==> config.mk <==
export PLATFORM = sky130hd
export DESIGN_NAME = subtractors_array
export DESIGN_NICKNAME = d
export VERILOG_FILES = /design/src/rtl/subtractors_array_pkg.sv /design/src/rtl/subtractors_array_subtractor_unit.sv /design/src/rtl/subtractors_array.sv
export SDC_FILE = /design/constraint.sdc
export NUM_CORES = 1
export LEC_CHECK = 0
export ABC_CLOCK_PERIOD_IN_PS = 1200
export CELL_PAD_IN_SITES_DETAIL_PLACEMENT = 0
export CELL_PAD_IN_SITES_GLOBAL_PLACEMENT = 1
export CORE_ASPECT_RATIO = 1.2
export CORE_MARGIN = 5
export CORE_UTILIZATION = 37
export CTS_CLUSTER_DIAMETER = 200
export DETAILED_ROUTE_END_ITERATION = 7
export GPL_TIMING_DRIVEN = 0
export PLACE_DENSITY = 0.92
export SYNTH_ARGS = -nofsm -noshare
export SYNTH_HDL_FRONTEND = slang
export SYNTH_SLANG_ARGS = --single-unit
==> constraint.sdc <==
create_clock -name clk -period 1.2 [get_ports clk]
set_clock_uncertainty 0.05 [all_clocks]
set_input_delay 0.24 -clock clk [delete_from_list [all_inputs] [get_ports clk]]
set_output_delay 0.24 -clock clk [all_outputs]
set_load 0.02 [all_outputs]
==> src/rtl/subtractors_array_pkg.sv <==
// Shared widths, saturation constant and lane request/response types for the
// ten-lane log-domain normaliser.
package subtractors_array_pkg;

    localparam int XW      = 8;
    localparam int SW      = 9;
    localparam int N_LANES = 10;

    localparam logic [SW-1:0] SAT_MIN = 9'h100;

    typedef struct packed {
        logic [XW-1:0] x;
        logic [SW-1:0] exp_sum;
    } lane_req_t;

    typedef logic [SW-1:0] lane_rsp_t;

endpackage

==> src/rtl/subtractors_array_subtractor_unit.sv <==
// One lane: zero-extend both operands, subtract at SW+1 bits, clamp the
// negative side to SAT_MIN.
module subtractor_unit
    import subtractors_array_pkg::*;
(
    input  lane_req_t req,
    output lane_rsp_t rsp
);

    logic [SW:0] d;

    assign d = {2'b00, req.x} - {1'b0, req.exp_sum};

    // Top two bits 10 means d < -256; the positive side can never exceed 255.
    assign rsp = (d[SW:SW-1] == 2'b10) ? SAT_MIN : d[SW-1:0];

endmodule

==> src/rtl/subtractors_array.sv <==
// Ten subtractor lanes sharing one exp_sum, followed by the output and valid
// registers (single-cycle latency, outputs hold when in_valid is low).
module subtractors_array
    import subtractors_array_pkg::*;
(
    input  logic          clk,
    input  logic          rst_n,
    input  logic          in_valid,
    input  logic [SW-1:0] exp_sum,
    input  logic [XW-1:0] x1,
    input  logic [XW-1:0] x2,
    input  logic [XW-1:0] x3,
    input  logic [XW-1:0] x4,
    input  logic [XW-1:0] x5,
    input  logic [XW-1:0] x6,
    input  logic [XW-1:0] x7,
    input  logic [XW-1:0] x8,
    input  logic [XW-1:0] x9,
    input  logic [XW-1:0] x10,
    output logic          out_valid,
    output logic [SW-1:0] exp_out1,
    output logic [SW-1:0] exp_out2,
    output logic [SW-1:0] exp_out3,
    output logic [SW-1:0] exp_out4,
    output logic [SW-1:0] exp_out5,
    output logic [SW-1:0] exp_out6,
    output logic [SW-1:0] exp_out7,
    output logic [SW-1:0] exp_out8,
    output logic [SW-1:0] exp_out9,
    output logic [SW-1:0] exp_out10
);

    logic [N_LANES-1:0][XW-1:0] xs;
    logic [N_LANES-1:0][SW-1:0] exp_d;
    logic [N_LANES-1:0][SW-1:0] exp_q;
    logic                       vld_q;

    assign xs = {x10, x9, x8, x7, x6, x5, x4, x3, x2, x1};

    for (genvar g = 0; g < N_LANES; g++) begin : g_lane
        lane_req_t req;
        assign req.x       = xs[g];
        assign req.exp_sum = exp_sum;

        subtractor_unit u_sub (
            .req (req),
            .rsp (exp_d[g])
        );
    end

    always_ff @(posedge clk or negedge rst_n) begin
        if (!rst_n) begin
            vld_q <= 1'b0;
            exp_q <= '0;
        end else begin
            vld_q <= in_valid;
            if (in_valid)
                exp_q <= exp_d;
        end
    end

    assign out_valid = vld_q;
    assign exp_out1  = exp_q[0];
    assign exp_out2  = exp_q[1];
    assign exp_out3  = exp_q[2];
    assign exp_out4  = exp_q[3];
    assign exp_out5  = exp_q[4];
    assign exp_out6  = exp_q[5];
    assign exp_out7  = exp_q[6];
    assign exp_out8  = exp_q[7];
    assign exp_out9  = exp_q[8];
    assign exp_out10 = exp_q[9];

endmodule

==> impl_metrics.yaml <==
sta:
  worst_slew_pin_slew_ps: 640
  fmax_mhz: 472
  worst_hold_slack_ps: -178
  setup_viol: 101
  drv_slew: 0
  setup_slack_ps: -917
  period_needed_ps: 2120
  rsz0062_at_grt: "yes"
  max_slew_margin_pct: 57.3
  timing.final.hold_violations: 42
  period_share_pct: 176
job:
  drv_cap: 0
floorplan:
  die_area_um2: 21700
  rows: 55
  die_w_um: 135
  io-pin-count: 183
  fp.dieH_um: 160
  initial_utilization_pct: 37.3
  core_area_um2: 18700
logic_synthesis:
  synth_ff_type: "dfrtp_1"
  post_synth_most_frequent_cells: "dfrtp_1 (91), ha_1 (80), nor2_1 (67), a21oi_1 (66), inv_1 (49)"
  synth_sequential_area_ratio_pct: 32.6
  netlist_instances: 761
  synth_area_leader_cell: "dfrtp_1"
  syn_area_um2: 6980
  synth-edff-count: 0
  yosys.cell_types.count: 59
  yosys.area.top_type_share_pct: 32.6
  ys_warn_count: 0
  synth_most_common_cell: "dfrtp_1"
  synth_top_cells_by_area: "dfrtp_1 (33%), ha_1 (14%), a21oi_1 (4.7%)"
  async_reset_ff_share_pct: 100
  synth_seq_cells: 91
  avgSynthCellArea_um2: 9.17
  postSynthNetCount: 943
routing:
  vias: 7683
  wl_per_cell_um: 21.5
  wl_met1_mm: 11.6
  antenna_left: 0
  met2_length_mm: 15.0
  highest_layer: "met4"
  initialDrtViolationCount: 430
  drc_errors: 0
  drt_pre_antenna_iters: 5
  drt_wl_total_mm: 29.6
  route.met3.wl_mm: 1.58
  via_per_inst: 5.60
layout:
  final_util_pct: 68.1
  drive_gt1_share_pct: 46.9
  fin_cells: 1373
  ff_latch_area_um2: 2280
  nFillCells: 1353
  n_antenna_cell: 0
  area_growth_pct: 82.6
  fin_nets: 1294
  multiInputGateArea_um2: 6050
critical_path:
  start_kind: "primary input"
  regToRegSetupSlack_ps: 50
  critPathMaxFanout: 6
  crit_required_ps: 1380
  end_kind: "flip-flop"
  worst-setup-path-type: "in -> reg"
  arrival_ps: 2300
  r2r_cells: 3
  r2r-end: "exp_out10[7]"
  reg2reg_from: "exp_out10[7]"
clock_tree:
  cts_root_buf: "clkbuf_16"
  clkSinkCount: 91
  cts_tree: "yes"
  cts_buffers: 9
  clk_latency_ps: 360
  cts_buffer_depth: 2
  clk_pin_slew_ps: 80
  htreeDepth: 3
power:
  power_w: 0.0139
  peakVddDrop_uv: 693
  leakagePower_nw: 5.49
  power_density_nw_per_um2: 1090
grt:
  antenna_found_initial: 0
  grt_pass1_wl_mm: 43.0
  overflow: 0
  grt_use_total_pct: 25.4
  grt_max_degree: 50
  grt_pass1_vias: 7879
placement:
  post-dp-hpwl_mm: 17.4
  gp_congestion: 0.874
  dp.cells: 1200
  portBuffers: 182
worst_hold_path:
  hp-class: "in -> async"
run_status:
  status: "complete, but fails checks"
  violations: "hold timing, setup timing"
==> worst max-delay path: stages <==
cell	delay (ps)
buf_16	100
clkinvlp_4	90
buf_6	140
buf_12	130
ha_4	200
nor2b_4	120
o31a_1	280
o221a_1	230
or4b_4	520
nand3_4	150
o32ai_2	90
==> registers in the layout, summed over array words and instances, names as in the netlist <==
signal and count:
exp_out10 9, exp_out1 9, exp_out2 9, exp_out3 9, exp_out4 9, exp_out5 9, exp_out6 9, exp_out7 9
exp_out8 9, exp_out9 9, out_valid 1
==> final cells by class <==
class,instances,area share [%]
clock inverters,5,0.295
repair buffers,340,27.3
flip-flops and latches,91,17.9
inverters,50,1.74
multi-input cells,602,47.5
clock buffers,11,1.98
well taps,256,2.51
plain buffers,18,0.864
==> placed cells by master (no fill, tap or decap), drive strengths merged, types with 4 or more instances in the layout <==
cell	Yosys	final
xnor2	6	6
o32ai	7	7
xor2	19	19
a211oi	11	11
a21oi	66	66
dlygate4sd2	0	32
or3	16	16
o21a	29	29
o2bb2ai	35	35
ha	80	80
clkbuf	14	24
buf	4	266
a31oi	13	13
a21boi	8	8
o31ai	6	6
nand2b	11	11
and2b	4	4
nand2	33	33
nand3b	10	10
inv	50	43
fa	10	10
dfrtp	91	91
nor2b	16	16
a21o	20	20
nor2	67	67
o22a	5	5
or2	7	7
o211ai	12	12
clkinvlp	0	9
clkdlybuf4s50	0	43
nand3	9	9
nor3	31	31
o21ai	25	25
mux2i	4	4
o31a	11	11
==> per-stage QoR <==
step           setup TNS [ps]  cell area (um2)  setup WS, ps
5_1_grt                -79290            12700          -985
4_1_cts                -72870            11800          -940
2_1_floorplan          -81620             7430         -1070
3_5_place_dp          -301060             9600         -3600
3_3_place_gp          -650810             9570         -3840
6_report               -73720            12700          -917
==> timing repair <==
action | in CTS | in global routing
resized for setup | 772 | 130
buffers inserted | 107 | 53
hold endpoints to repair | 42 | 42
gates cloned | 1 | 0
pin swaps | 112 | 75
endpoints found under the setup margin | 181 | 180
==> power by group <==
| group | internal (W) | total (W) | leakage (nW) | switching (W) |
|---|---|---|---|---|
| combinational | 0.00368 | 0.00703 | 4.24 | 0.00335 |
| sequential | 0.00357 | 0.00398 | 1.12 | 0.000416 |
| clock | 0.00153 | 0.00289 | 0.138 | 0.00137 |
| total | 0.00877 | 0.0139 | 5.49 | 0.00513 |
==> worst max path at each step <==
stage                from           to  slack, ps  depth (start not counted)
3_3_place_gp        rst_n  exp_out4[2]      -3840                          1
4_1_cts        exp_sum[1]  exp_out3[3]       -940                         11
2_1_floorplan  exp_sum[2]  exp_out4[0]      -1070                          8
3_5_place_dp   exp_sum[1]  exp_out1[5]      -3600                          9
6_report       exp_sum[1]  exp_out3[3]       -920                         11
5_1_grt        exp_sum[1]  exp_out3[3]       -990                         11
==> cells by family after synthesis <==
family	count (synthesis)	synth area share, %
buf+inv	68	3.66
xor+xnor	25	3.14
simple gates	218	15.6
fa+ha+maj	90	17.2
compound gates	265	27.2
flops	91	32.6
mux	4	0.574
==> metal layers <==
| layer | up-vias | global-route usage [%] |
|---|---|---|
| li1 | 3541 | - |
| met1 | 3763 | 29.8 |
| met2 | 306 | 44.7 |
| met3 | 73 | 5.48 |
| met4 | 0 | 10.5 |
| met5 | - | 0 |
(Power assumes the default switching activity.)
